File: src/rtl/nvdla_csb_sequencer.sv
// nvdla_csb_sequencer: queues CSB commands and replays them in order on the
// NVDLA CSB port. Each command waits for its write completion or read
// response, and optionally for the NVDLA interrupt (with a cycle limit).
module nvdla_csb_sequencer #(
    parameter int DEPTH     = 8,
    parameter int TIMEOUT_W = 16
) (
    input  logic                 clk_i,
    input  logic                 rst_ni,
    input  logic                 clear_i,
    input  logic                 cmd_valid_i,
    output logic                 cmd_ready_o,
    input  logic [15:0]          cmd_addr_i,
    input  logic [31:0]          cmd_wdat_i,
    input  logic                 cmd_write_i,
    input  logic                 cmd_wait_intr_i,
    input  logic                 start_i,
    input  logic [TIMEOUT_W-1:0] timeout_cycles_i,
    output logic                 csb_valid_o,
    input  logic                 csb_ready_i,
    output logic [15:0]          csb_addr_o,
    output logic [31:0]          csb_wdat_o,
    output logic                 csb_write_o,
    output logic                 csb_nposted_o,
    input  logic                 csb_rdat_valid_i,
    input  logic [31:0]          csb_rdat_i,
    input  logic                 csb_wr_complete_i,
    input  logic                 intr_i,
    output logic [31:0]          rdata_o,
    output logic                 rdata_valid_o,
    output logic                 busy_o,
    output logic                 done_o,
    output logic                 timeout_o,
    output logic [15:0]          cmd_count_o
);

    localparam int PW = $clog2(DEPTH);
    localparam int CW = PW + 1;
    localparam logic [CW-1:0] FULL = CW'(DEPTH);

    typedef struct packed {
        logic [15:0] addr;
        logic [31:0] wdat;
        logic        write;
        logic        wait_intr;
    } cmd_t;

    typedef enum logic [2:0] {IDLE, ISSUE, WAIT_RESP, WAIT_INTR, DONE} state_t;

    cmd_t                 mem [DEPTH];
    cmd_t                 head;
    logic [PW-1:0]        wr_ptr;
    logic [PW-1:0]        rd_ptr;
    logic [CW-1:0]        count;
    logic [CW-1:0]        count_next;
    logic                 push;
    logic                 pop;
    logic                 flush;
    logic                 resp;
    state_t               state;
    logic                 wr_lat;
    logic                 wait_lat;
    logic [TIMEOUT_W-1:0] tcnt;

    assign head          = mem[rd_ptr];
    assign push          = cmd_valid_i && cmd_ready_o;
    assign pop           = csb_valid_o && csb_ready_i;
    assign resp          = wr_lat ? csb_wr_complete_i : csb_rdat_valid_i;
    assign csb_nposted_o = csb_write_o;
    // A timeout only counts when the interrupt is not present the same cycle.
    assign flush         = (state == WAIT_INTR) && !intr_i &&
                           (timeout_cycles_i != '0) && (tcnt == timeout_cycles_i);

    // Occupancy after this cycle's push/pop; a simultaneous push and pop cancel.
    always_comb begin
        count_next = count;
        case ({push, pop})
            2'b10:   count_next = count + CW'(1);
            2'b01:   count_next = count - CW'(1);
            default: count_next = count;
        endcase
    end

    // FIFO storage; data is not reset, only the pointers and count are.
    always_ff @(posedge clk_i) begin
        if (push) begin
            mem[wr_ptr] <= '{cmd_addr_i, cmd_wdat_i, cmd_write_i, cmd_wait_intr_i};
        end
    end

    // FIFO pointers, count and the registered not-full flag.
    always_ff @(posedge clk_i or negedge rst_ni) begin
        if (!rst_ni) begin
            wr_ptr      <= '0;
            rd_ptr      <= '0;
            count       <= '0;
            cmd_ready_o <= 1'b0;
        end else if (clear_i || flush) begin
            wr_ptr      <= '0;
            rd_ptr      <= '0;
            count       <= '0;
            cmd_ready_o <= 1'b1;
        end else begin
            if (push) wr_ptr <= wr_ptr + PW'(1);
            if (pop)  rd_ptr <= rd_ptr + PW'(1);
            count       <= count_next;
            cmd_ready_o <= (count_next != FULL);
        end
    end

    // Sequencer FSM with all CSB and status outputs registered.
    always_ff @(posedge clk_i or negedge rst_ni) begin
        if (!rst_ni) begin
            state         <= IDLE;
            csb_valid_o   <= 1'b0;
            csb_addr_o    <= '0;
            csb_wdat_o    <= '0;
            csb_write_o   <= 1'b0;
            wr_lat        <= 1'b0;
            wait_lat      <= 1'b0;
            tcnt          <= '0;
            rdata_o       <= '0;
            rdata_valid_o <= 1'b0;
            busy_o        <= 1'b0;
            done_o        <= 1'b0;
            timeout_o     <= 1'b0;
            cmd_count_o   <= '0;
        end else if (clear_i) begin
            state         <= IDLE;
            csb_valid_o   <= 1'b0;
            csb_addr_o    <= '0;
            csb_wdat_o    <= '0;
            csb_write_o   <= 1'b0;
            wr_lat        <= 1'b0;
            wait_lat      <= 1'b0;
            tcnt          <= '0;
            rdata_o       <= '0;
            rdata_valid_o <= 1'b0;
            busy_o        <= 1'b0;
            done_o        <= 1'b0;
            timeout_o     <= 1'b0;
            cmd_count_o   <= '0;
        end else begin
            rdata_valid_o <= 1'b0;
            done_o        <= 1'b0;
            case (state)
                IDLE: begin
                    if (start_i) begin
                        busy_o <= 1'b1;
                        if (count != '0) begin
                            state       <= ISSUE;
                            csb_valid_o <= 1'b1;
                            csb_addr_o  <= head.addr;
                            csb_wdat_o  <= head.wdat;
                            csb_write_o <= head.write;
                            cmd_count_o <= '0;
                        end else begin
                            state  <= DONE;
                            done_o <= 1'b1;
                        end
                    end
                end
                ISSUE: begin
                    if (csb_ready_i) begin
                        csb_valid_o <= 1'b0;
                        wr_lat      <= head.write;
                        wait_lat    <= head.wait_intr;
                        state       <= WAIT_RESP;
                    end
                end
                WAIT_RESP: begin
                    if (resp) begin
                        if (cmd_count_o != 16'hFFFF) cmd_count_o <= cmd_count_o + 16'd1;
                        if (!wr_lat) begin
                            rdata_o       <= csb_rdat_i;
                            rdata_valid_o <= 1'b1;
                        end
                        if (wait_lat) begin
                            state <= WAIT_INTR;
                            tcnt  <= '0;
                        end else if (count != '0) begin
                            state       <= ISSUE;
                            csb_valid_o <= 1'b1;
                            csb_addr_o  <= head.addr;
                            csb_wdat_o  <= head.wdat;
                            csb_write_o <= head.write;
                        end else begin
                            state  <= DONE;
                            done_o <= 1'b1;
                        end
                    end
                end
                WAIT_INTR: begin
                    if (intr_i) begin
                        if (count != '0) begin
                            state       <= ISSUE;
                            csb_valid_o <= 1'b1;
                            csb_addr_o  <= head.addr;
                            csb_wdat_o  <= head.wdat;
                            csb_write_o <= head.write;
                        end else begin
                            state  <= DONE;
                            done_o <= 1'b1;
                        end
                    end else if (flush) begin
                        timeout_o <= 1'b1;
                        state     <= DONE;
                        done_o    <= 1'b1;
                    end else begin
                        tcnt <= tcnt + TIMEOUT_W'(1);
                    end
                end
                DONE: begin
                    state  <= IDLE;
                    busy_o <= 1'b0;
                end
                default: state <= IDLE;
            endcase
        end
    end

endmodule

File: config.mk
export PLATFORM = sky130hd
export DESIGN_NAME = nvdla_csb_sequencer
export DESIGN_NICKNAME = d
export VERILOG_FILES = /design/src/rtl/nvdla_csb_sequencer.sv
export SDC_FILE = /design/constraint.sdc
export NUM_CORES = 1
export LEC_CHECK = 0
export ABC_AREA = 1
export BUFFER_PORTS_ARGS = -buffer_cell sky130_fd_sc_hd__buf_4
export CAP_MARGIN = 20
export CORE_ASPECT_RATIO = 0.7
export CORE_MARGIN = 2
export CORE_UTILIZATION = 40
export DETAILED_ROUTE_END_ITERATION = 8
export PLACE_DENSITY_LB_ADDON = 0.15
export SLEW_MARGIN = 15
export SYNTH_ARGS = -nofsm -noshare
export SYNTH_HDL_FRONTEND = slang
export SYNTH_SLANG_ARGS = --single-unit
File: constraint.sdc
create_clock -name clk_i -period 6.37 [get_ports clk_i]
set_input_delay 0 -clock clk_i [delete_from_list [all_inputs] [get_ports clk_i]]
set_output_delay 0 -clock clk_i [all_outputs]
set_load 0.02 [all_outputs]
==> results of run 1 <==
-- synth_stat cells, drive strengths merged --
cell	number	area, um2
dfrtp	134	3350
a2111oi	1	8.76
o221ai	39	342
ha	6	75.1
o21bai	1	7.51
o21ai	301	1560
nand3	59	305
o31ai	24	180
nor3	14	75.1
clkinv	1	3.75
inv	104	390
a21oi	20	100
a31o	2	17.5
o211ai	2	15.0
o21a	2	15.0
nor2	323	1240
nand4	23	150
a31oi	1	6.26
xnor2	3	26.3
nand2	301	1180
or2	1	6.26
nor3b	2	15.0
clkbuf	66	249
a211oi	1	12.5
nor4	2	12.5
o2111ai	1	8.76
edfxtp	400	12000
o22ai	47	294
buf	42	277
xor2	13	114
-- cell families (layout without fill, tap and decap cells) --
family | after synthesis | count (layout) | synth area share [%]
other cells | 0 | 2 | 0
compound gates | 442 | 442 | 11.6
fa+ha+maj | 6 | 6 | 0.340
xor+xnor | 16 | 16 | 0.635
flops | 534 | 534 | 69.7
simple gates | 725 | 725 | 13.5
buf+inv | 213 | 542 | 4.17
-- per-layer routing --
layer,wire length [um],up-vias,track usage (%)
li1,-,7404,-
met1,27600,7605,30.0
met2,26100,477,31.3
met3,3500,78,3.14
met4,892,2,4.62
met5,13,-,0
-- state kept, by name, indices dropped and copies added, names as in the netlist, 4 cells and up --
register	cells
cmd_count_o	16
csb_wdat_o	32
mem	400
tcnt	16
csb_addr_o	16
count	4
rdata_o	32
-- worst max-delay path by stage --
stage / start / end / slack, ns
after global placement: rd_ptr[0] / csb_addr_o[12] / 3.35
final: rd_ptr[1] / csb_addr_o[8] / 3.38
after CTS: rd_ptr[0] / csb_addr_o[8] / 3.26
after detailed placement: rd_ptr[0] / csb_addr_o[1] / 3.25
after global routing: rd_ptr[1] / csb_addr_o[12] / 3.15
after floorplan: cmd_ready_o / mem[0][0] / 2.86
-- through the flow --
step           setup slack, ns  utilization, %  area, um2  cells
4_1_cts                   3.26            50.2      27200   2994
3_3_place_gp              3.35            44.8      24300   2789
2_1_floorplan             2.86               -      22100   1936
6_report                  3.38            50.3      27200   2997
5_1_grt                   3.15            50.2      27200   2996
3_5_place_dp              3.25            44.8      24300   2789
-- placed cells by master (no fill, tap or decap), drive strengths merged, types with 13 or more instances in the layout --
cell         Yosys  routed
nand3           59      59
o221ai          39      39
buf             42     232
nor2           323     323
o21ai          301     301
xor2            13      13
dfrtp          134     134
inv            104     108
a21oi           20      20
o31ai           24      24
clkinv           1      15
nand4           23      23
nor3            14      14
nand2          301     301
clkbuf          66      67
dlygate4sd3      0     108
edfxtp         400     400
o22ai           47      47
-- cell type report --
cell class                 count  area [um2]  share of cell area (%)
clock inverter                30         370                    1.36
sequential                   534       15400                    56.5
antenna                        2        5.00                  0.0184
clock buffer                  67        1440                    5.29
tap                          730         913                    3.36
inverter                     105         399                    1.47
multi-input combinational   1189        5840                    21.5
timing repair buffer         340        2850                    10.5
-- report_power, final --
group          total [W]  switching [W]  internal [W]
registers        0.00422       0.000183       0.00404
logic            0.00180        0.00122      0.000585
clock network    0.00324        0.00135       0.00189
-- critical path, stage by stage, from the launching register on --
cell and delay [ns]:
dfrtp_2 0.72, inv_2 0.57, buf_4 0.74, o21ai_0 0.23, o22ai_1 0.15, o21ai_0 0.10, o31ai_1 0.29
==> impl_metrics.env, run 1 <==
export IMPL_path_max_fanout=63
export IMPL_report_power_total_w=0.00927
export IMPL_drc=0
export IMPL_syn_to_final_growth_pct=23.3
export IMPL_core_rowCount=71
export IMPL_syn_area_um2=22100
export IMPL_firstDrtPassIters=5
export IMPL_ctsHoldBuffers=108
export IMPL_design_core_area_um2=54100
export IMPL_critical_path_startpoint_type="flop"
export IMPL_cts_tree="built"
export IMPL_reg2reg_slack_ns=3.38
export IMPL_cts_sinks=534
export IMPL_clkTransAtPathRegs_ns=0.06
export IMPL_clockRootBuffer="clkbuf_16"
export IMPL_hold_slack_ns=0.0502
export IMPL_timing_final_hold_violations=0
export IMPL_setup_viol=0
export IMPL_status="finished clean"
export IMPL_yosysWarnings=0
export IMPL_power_leakage_nw=10.2
export IMPL_grt_max_degree=145
export IMPL_fin_setup_tns_ns=0
export IMPL_ir_drop_v=0.000186
export IMPL_h_tree_depth=2
export IMPL_dp_hpwl_mm=31.7
export IMPL_num_vias=15600
export IMPL_ys_seq_area_share_pct=69.7
export IMPL_powerDensity_nw_per_um2=341
export IMPL_detail_route_antenna_nets=0
export IMPL_r2r_start="rd_ptr[1]"
export IMPL_port_buffers=210
export IMPL_yosysUniqueCellTypes=44
export IMPL_holdCritPathClass="in -> async"
export IMPL_place_gp_congestion=0.858
export IMPL_overflow=0
export IMPL_max_freq_mhz=334
export IMPL_dr_first_iter_drc_count=1215
export IMPL_syn_inst=1936
export IMPL_wl_per_cell_um=19.4
export IMPL_r2r_cells=6
export IMPL_layout_drive_gt1_share_pct=16.9
export IMPL_grt_pass1_wl_mm=89.5
export IMPL_grt_pass1_vias=15000
export IMPL_viasPerCell=5.19
export IMPL_drt_wl_total_mm=58.1
export IMPL_endpoint_kind="flop"
export IMPL_required_ns=6.88
export IMPL_nNetsFinal=2335
export IMPL_fillers=4771
export IMPL_fp_dieH_um=200
export IMPL_grtUsageTotal_pct=20.2
export IMPL_slew_viol_final=0
export IMPL_worstPathArrival_ns=3.50
export IMPL_post_cts_buffers=0
export IMPL_rsz0062_at_grt="false"
export IMPL_initial_core_util_pct=40.8
export IMPL_dieArea_um2=57100
export IMPL_cts_buffer_depth=3
export IMPL_relSlewSlack_pct=25.0
export IMPL_drv_cap=0
export IMPL_r2r_end="csb_addr_o[8]"
export IMPL_die_w_um=285
export IMPL_clock_skew_ns=0.0106
export IMPL_ys_ff_latch=534
export IMPL_synth_fp_nets=2049
export IMPL_path_class="reg -> reg"
export IMPL_cts_resized=0
export IMPL_tightestPinTransition_ns=1.12
export IMPL_fin_crit_sh_pct=46.9
export IMPL_cts_inserted_buffers=52
export IMPL_io_pins=211
export IMPL_synth_area_per_cell_um2=11.4
export IMPL_antenna_found_initial=2
export IMPL_timing_final_crit_period_ns=2.99
export IMPL_clk_latency_ns=0.61
(Power assumes the default switching activity.)
==> run 2: changes to the inputs <==
--- a/config.mk
+++ b/config.mk
@@ -5,7 +5,7 @@
 export SDC_FILE = /design/constraint.sdc
 export NUM_CORES = 1
 export LEC_CHECK = 0
-export ABC_AREA = 1
+export ABC_AREA = 0
 export BUFFER_PORTS_ARGS = -buffer_cell sky130_fd_sc_hd__buf_4
 export CAP_MARGIN = 20
 export CORE_ASPECT_RATIO = 0.7
==> constraint.sdc (replaced) <==
create_clock -name clk_i -period 2.6 [get_ports clk_i]
set_input_delay 0 -clock clk_i [delete_from_list [all_inputs] [get_ports clk_i]]
set_output_delay 0 -clock clk_i [all_outputs]
set_load 0.02 [all_outputs]
==> run 2 against run 1 <==
Effect of this change:
- synthesized cell count down 38%
- register-to-register slack got worse by 3.2 ns
- critical path depth stayed put
- area after synthesis is 4.3% lower
- sequential cell count unchanged
==> impl_metrics.env, run 2 <==
export IMPL_status="finished clean"
export IMPL_tightestPinTransition_ns=0.997
export IMPL_path_buf_inv=1
export IMPL_fin_crit_sh_pct=93.2
export IMPL_viasPerCell=5.29
export IMPL_cts_sinks=534
export IMPL_powerDensity_nw_per_um2=798
export IMPL_setup_viol=0
export IMPL_path_class="reg -> reg"
export IMPL_core_rowCount=70
export IMPL_synth_area_top_cells="edfxtp_1 57%, dfrtp_1 16%, mux4_2 11%"
export IMPL_power_internal_w=0.0157
export IMPL_p_clk_share_pct=37.0
export IMPL_syn_inst=1192
export IMPL_synth_top_flop_cell="edfxtp_1"
export IMPL_clkTransAtPathRegs_ns=0.07
export IMPL_cts_tree="built"
export IMPL_initial_core_util_pct=40.4
export IMPL_grt_pass1_vias=12100
export IMPL_place_gp_congestion=0.820
export IMPL_slew_viol_final=0
export IMPL_port_buffers=210
export IMPL_critical_path_startpoint_type="flop"
export IMPL_crit_chain="nor3b_2 > and2_0 > nand2_1 > a32oi_1 > dlygate4sd3_1 > o21ai_0"
export IMPL_synth_area_per_cell_um2=17.7
export IMPL_synth_fp_nets=1305
export IMPL_syn_to_final_growth_pct=25.7
export IMPL_synth_edf_count=400
export IMPL_ir_drop_v=0.000492
export IMPL_cts_resized=0
export IMPL_timing_final_hold_violations=0
export IMPL_grt_max_degree=97
export IMPL_fin_util_pct=50.8
export IMPL_drc=0
export IMPL_holdCritPathClass="in -> async"
export IMPL_regArea_um2=15400
export IMPL_path_delay_family="simple AND/OR/NAND/NOR gates"
export IMPL_fillers=4323
export IMPL_synth_top_cell_area_share_pct=56.9
export IMPL_drt_wl_total_mm=49.9
export IMPL_grtUsageTotal_pct=18.6
export IMPL_p_sw_w=0.00541
export IMPL_detail_route_antenna_nets=0
export IMPL_fp_dieH_um=196
export IMPL_nNetsFinal=1631
export IMPL_syn_area_um2=21100
export IMPL_grt_pass1_wl_mm=76.8
export IMPL_cts_inserted_buffers=52
export IMPL_combPwrFrac_pct=15.8
export IMPL_slowest_stage="dlygate4sd3_1"
export IMPL_clockRootBuffer="clkbuf_16"
export IMPL_multiInputGateArea_um2=5470
export IMPL_synth_async_reset_ratio_pct=25.1
export IMPL_required_ns=3.08
export IMPL_num_vias=11900
export IMPL_dr_first_iter_drc_count=926
export IMPL_ctsHoldBuffers=93
export IMPL_timing_final_crit_period_ns=2.42
export IMPL_yosysTopAreaCell="edfxtp_1"
export IMPL_switching_share_pct=25.6
export IMPL_largest_reg_flops=400
export IMPL_layout_drive_gt1_share_pct=28.9
export IMPL_yosysUniqueCellTypes=51
export IMPL_relSlewSlack_pct=33.6
export IMPL_report_power_total_w=0.0212
export IMPL_endpoint_kind="flop"
export IMPL_ys_seq_area_share_pct=72.8
export IMPL_dieArea_um2=54600
export IMPL_firstDrtPassIters=7
export IMPL_power_leakage_nw=9.51
export IMPL_hold_slack_ns=0.0118
export IMPL_yosysWarnings=0
export IMPL_path_max_fanout=13
export IMPL_reg2reg_slack_ns=0.18
export IMPL_reg_top3="mem x400, csb_wdat_o x32, rdata_o x32"
export IMPL_cp_startpoint="state[1]"
export IMPL_worstPathArrival_ns=2.90
export IMPL_ys_top_cells_by_count="400 x edfxtp_1, 134 x dfrtp_1, 100 x mux4_2"
export IMPL_io_pins=211
export IMPL_synth_most_common_cell="edfxtp_1"
export IMPL_antenna_found_initial=2
export IMPL_final_common_cell="edfxtp_1"
export IMPL_cts_buffer_depth=3
export IMPL_critPathMaxStageDelay_ns=0.57
export IMPL_final_cell_mix="400 x edfxtp_1, 225 x buf_4, 131 x dfrtp_1"
export IMPL_clock_skew_ns=0.0175
export IMPL_overflow=0
export IMPL_rsz0062_at_grt="false"
export IMPL_ys_ff_latch=534
export IMPL_seq_power_share_pct=47.2
export IMPL_h_tree_depth=2
export IMPL_drv_cap=0
export IMPL_post_cts_buffers=0
export IMPL_design_core_area_um2=52200
export IMPL_die_w_um=279
export IMPL_largest_register="mem"
export IMPL_r2r_start="state[1]"
export IMPL_dp_hpwl_mm=29.0
export IMPL_wl_per_cell_um=22.2
export IMPL_clk_latency_ns=0.60
export IMPL_max_freq_mhz=413
## run 2: cell types whose count changed after synthesis, moves of 46 or more
cell,change
o22ai_1,-46
nand2_1,-199
inv_1,-92
nor2_1,-266
o21ai_0,-241
mux2i_1,+52
mux4_2,+100
## run 2: metal layers
layer  wire length (um)  global-route usage, %  vias to the layer above
met5                 11                      0                        -
li1                   -                      -                     5406
met2              22800                   28.1                      273
met3               2250                   3.25                       80
met4               1110                   5.06                        2
met1              23700                   27.8                     6132
## run 2: final timing paths
path,to,cells after the start
max,csb_valid_o,6
min,tcnt[1],2
max reg2reg,csb_valid_o,6
min reg2reg,csb_addr_o[0],2
max in group asynchronous,rdata_o[15],3
min in group clk_i,rd_ptr[0],5
## run 2: logic make-up after synthesis
logic type | synth area share (%)
flip-flops | 72.8
adder cells (fa/ha/maj) | 0.356
AND/OR/NAND/NOR | 4.79
AO/OA/AOI/OAI | 6.01
XOR/XNOR | 0.955
buffers and inverters | 1.76
multiplexers | 13.3
## run 2: area by class of cell
cell class | instances | area share [%]
Clock inverter | 24 | 1.14
Multi-Input combinational cell | 585 | 20.6
Antenna cell | 1 | 0.00944
Inverter | 7 | 0.0991
Sequential cell | 534 | 58.0
Timing Repair Buffer | 338 | 11.4
Clock buffer | 74 | 5.57
Tap cell | 684 | 3.23
## run 2: stage by stage
| step | cell area [um2] | std cells | TNS, ns | setup slack (ns) |
|---|---|---|---|---|
| floorplan | 21100 | 1192 | -12.66 | -0.0844 |
| global placement | 23800 | 2055 | 0 | 0.382 |
| detailed placement | 23800 | 2055 | 0 | 0.373 |
| CTS | 26500 | 2246 | 0 | 0.250 |
| global route | 26500 | 2246 | 0 | 0.00348 |
| finish | 26500 | 2247 | 0 | 0.178 |
## run 2: power groups by stage
stage	registers [W]	clock network, W	logic, W
global route	0.0100	0.00837	0.00363
detailed placement	0.0102	0	0.00326
global placement	0.0102	0	0.00323
CTS	0.0100	0.00802	0.00340
floorplan	0.0104	0	0.00170
finish	0.00999	0.00783	0.00334
==> run 3: changes to the inputs <==
--- a/config.mk
+++ b/config.mk
@@ -12,6 +12,7 @@
 export CORE_MARGIN = 2
 export CORE_UTILIZATION = 40
 export DETAILED_ROUTE_END_ITERATION = 8
+export MAX_ROUTING_LAYER = met4
 export PLACE_DENSITY_LB_ADDON = 0.15
 export SLEW_MARGIN = 15
 export SYNTH_ARGS = -nofsm -noshare
==> run 3 against run 2 <==
Effect of this change:
- cell count about the same
- sequential power barely moved
- fmax shrank 0.83%
- critical path type unchanged
- clock-buffer cell count is the same
- clock skew shrank 0.00091 ns
- combinational power about the same
- first-iteration DRC count increased by 5.0%
==> impl_metrics.env, run 3 (same netlist as run 2, synthesis figures left out) <==
export IMPL_design_core_area_um2=52200
export IMPL_ir_drop_v=0.000493
export IMPL_clk_latency_ns=0.60
export IMPL_port_buffers=210
export IMPL_max_freq_mhz=409
export IMPL_clock_skew_ns=0.0166
export IMPL_power_leakage_nw=9.51
export IMPL_cts_sinks=534
export IMPL_io_pins=211
export IMPL_cts_tree="built"
export IMPL_crit_chain="nor3b_2 > and2_0 > nand2_1 > a32oi_1 > dlygate4sd3_1 > o21ai_0"
export IMPL_layout_drive_gt1_share_pct=28.9
export IMPL_cts_resized=0
export IMPL_wl_per_cell_um=22.3
export IMPL_cts_buffer_depth=3
export IMPL_r2r_cells=6
export IMPL_place_gp_congestion=0.832
export IMPL_grt_pass1_wl_mm=76.8
export IMPL_relSlewSlack_pct=36.2
export IMPL_dieArea_um2=54600
export IMPL_grt_pass1_vias=12100
export IMPL_timing_final_hold_violations=0
export IMPL_fin_setup_tns_ns=0
export IMPL_endpoint_kind="flop"
export IMPL_required_ns=3.08
export IMPL_drc=0
export IMPL_grt_max_degree=97
export IMPL_grtUsageTotal_pct=19.1
export IMPL_r2r_start="state[1]"
export IMPL_grtUsageMet3_pct=3.22
export IMPL_grt_busiest_layer="met2"
export IMPL_antenna_found_initial=2
export IMPL_powerDensity_nw_per_um2=798
export IMPL_holdCritPathClass="in -> async"
export IMPL_tightestPinTransition_ns=0.957
export IMPL_clkTransAtPathRegs_ns=0.07
export IMPL_slew_viol_final=0
export IMPL_timing_final_crit_period_ns=2.44
export IMPL_slowest_stage="dlygate4sd3_1"
export IMPL_detail_route_antenna_nets=0
export IMPL_drv_cap=0
export IMPL_largest_register="mem"
export IMPL_path_buf_inv=1
export IMPL_met1_usage_pct=27.8
export IMPL_syn_to_final_growth_pct=25.7
export IMPL_final_cell_mix="400 x edfxtp_1, 225 x buf_4, 131 x dfrtp_1"
export IMPL_die_w_um=279
export IMPL_largest_reg_flops=400
export IMPL_initial_core_util_pct=40.4
export IMPL_preCtsSetupSlack_ns=0.373
export IMPL_final_common_cell="edfxtp_1"
export IMPL_viasPerCell=5.31
export IMPL_path_class="reg -> reg"
export IMPL_grtUsageMet2_pct=28.2
export IMPL_reg_top3="mem x400, csb_wdat_o x32, rdata_o x32"
export IMPL_critical_path_startpoint_type="flop"
export IMPL_dp_hpwl_mm=29.0
export IMPL_core_rowCount=70
export IMPL_dp_cells=2055
export IMPL_drt_wl_total_mm=50.1
export IMPL_nNetsFinal=1631
export IMPL_report_power_total_w=0.0212
export IMPL_critPathMaxStageDelay_ns=0.57
export IMPL_instances_no_fill=2248
export IMPL_rsz0062_at_grt="false"
export IMPL_path_max_fanout=13
export IMPL_r2r_end="csb_valid_o"
export IMPL_fin_crit_sh_pct=93.9
export IMPL_finalWorstSetupSlack_ns=0.157
export IMPL_firstDrtPassIters=5
export IMPL_num_vias=11900
export IMPL_dr_first_iter_drc_count=972
export IMPL_status="finished clean"
export IMPL_clockRootBuffer="clkbuf_16"
export IMPL_worstPathArrival_ns=2.92
export IMPL_overflow=0
export IMPL_path_delay_family="simple AND/OR/NAND/NOR gates"
export IMPL_cts_inserted_buffers=52
export IMPL_fp_dieH_um=196
export IMPL_setup_viol=0
export IMPL_h_tree_depth=2
export IMPL_reg2reg_slack_ns=0.16
-- run 3: cell count changes in the layout (fill, tap and decap cells not counted) --
cell	delta
diode_2	+1
-- run 3: per-layer routing --
| layer | wire, um | part of all wire, % |
|---|---|---|
| met3 | 2120 | 4.2 |
| met1 | 23900 | 48 |
| met4 | 1060 | 2.1 |
| met5 | 0 | 0 |
| met2 | 23000 | 46 |
-- run 3: layout make-up --
| type | instances | area, um2 |
|---|---|---|
| Fill cell | 4323 | 25700 |
| Tap cell | 684 | 856 |
| Multi-Input combinational cell | 585 | 5470 |
| Clock buffer | 74 | 1480 |
| Inverter | 7 | 26.3 |
| Clock inverter | 24 | 303 |
| Timing Repair Buffer | 338 | 3010 |
| Antenna cell | 2 | 5.00 |
| Sequential cell | 534 | 15400 |
-- run 3: timing repair --
item                                   CTS  global route
endpoints found under the hold margin  580             0
hold buffers                            93             0
setup buffers                            0             0
-- run 3: worst max-delay path by stage --
stage	start	end	slack, ns	cells past startpoint
detailed placement	tcnt[12]	state[0]	0.37	6
floorplan	cmd_ready_o	mem[7][0]	-0.08	4
global route	state[1]	csb_valid_o	0.005	6
global placement	tcnt[12]	tcnt[6]	0.38	6
CTS	state[1]	csb_valid_o	0.25	6
finish	state[1]	csb_valid_o	0.16	6
-- run 3: power breakdown --
part	switching [W]	leakage [nW]	internal, W
Combinational	0.00182	3.20	0.00152
Sequential	0.000344	5.44	0.00965
Clock	0.00325	0.870	0.00457
-- run 3: per-stage QoR --
| stage | utilization (%) | area, um2 | hold slack (ns) |
|---|---|---|---|
| after global routing | 50.8 | 26500 | 0.0629 |
| after floorplan | - | 21100 | -0.296 |
| final | 50.8 | 26500 | 0.0108 |
| after CTS | 50.8 | 26500 | 0.0201 |
| after global placement | 45.6 | 23800 | 0.102 |
| after detailed placement | 45.6 | 23800 | 0.0945 |
-- run 3: worst reg2reg max path: cells and delay by family (launching register included) --
family	cells	cell delay, ns
flops	1	0.56
buf+inv	1	0.57
compound gates	2	0.29
simple gates	3	0.90
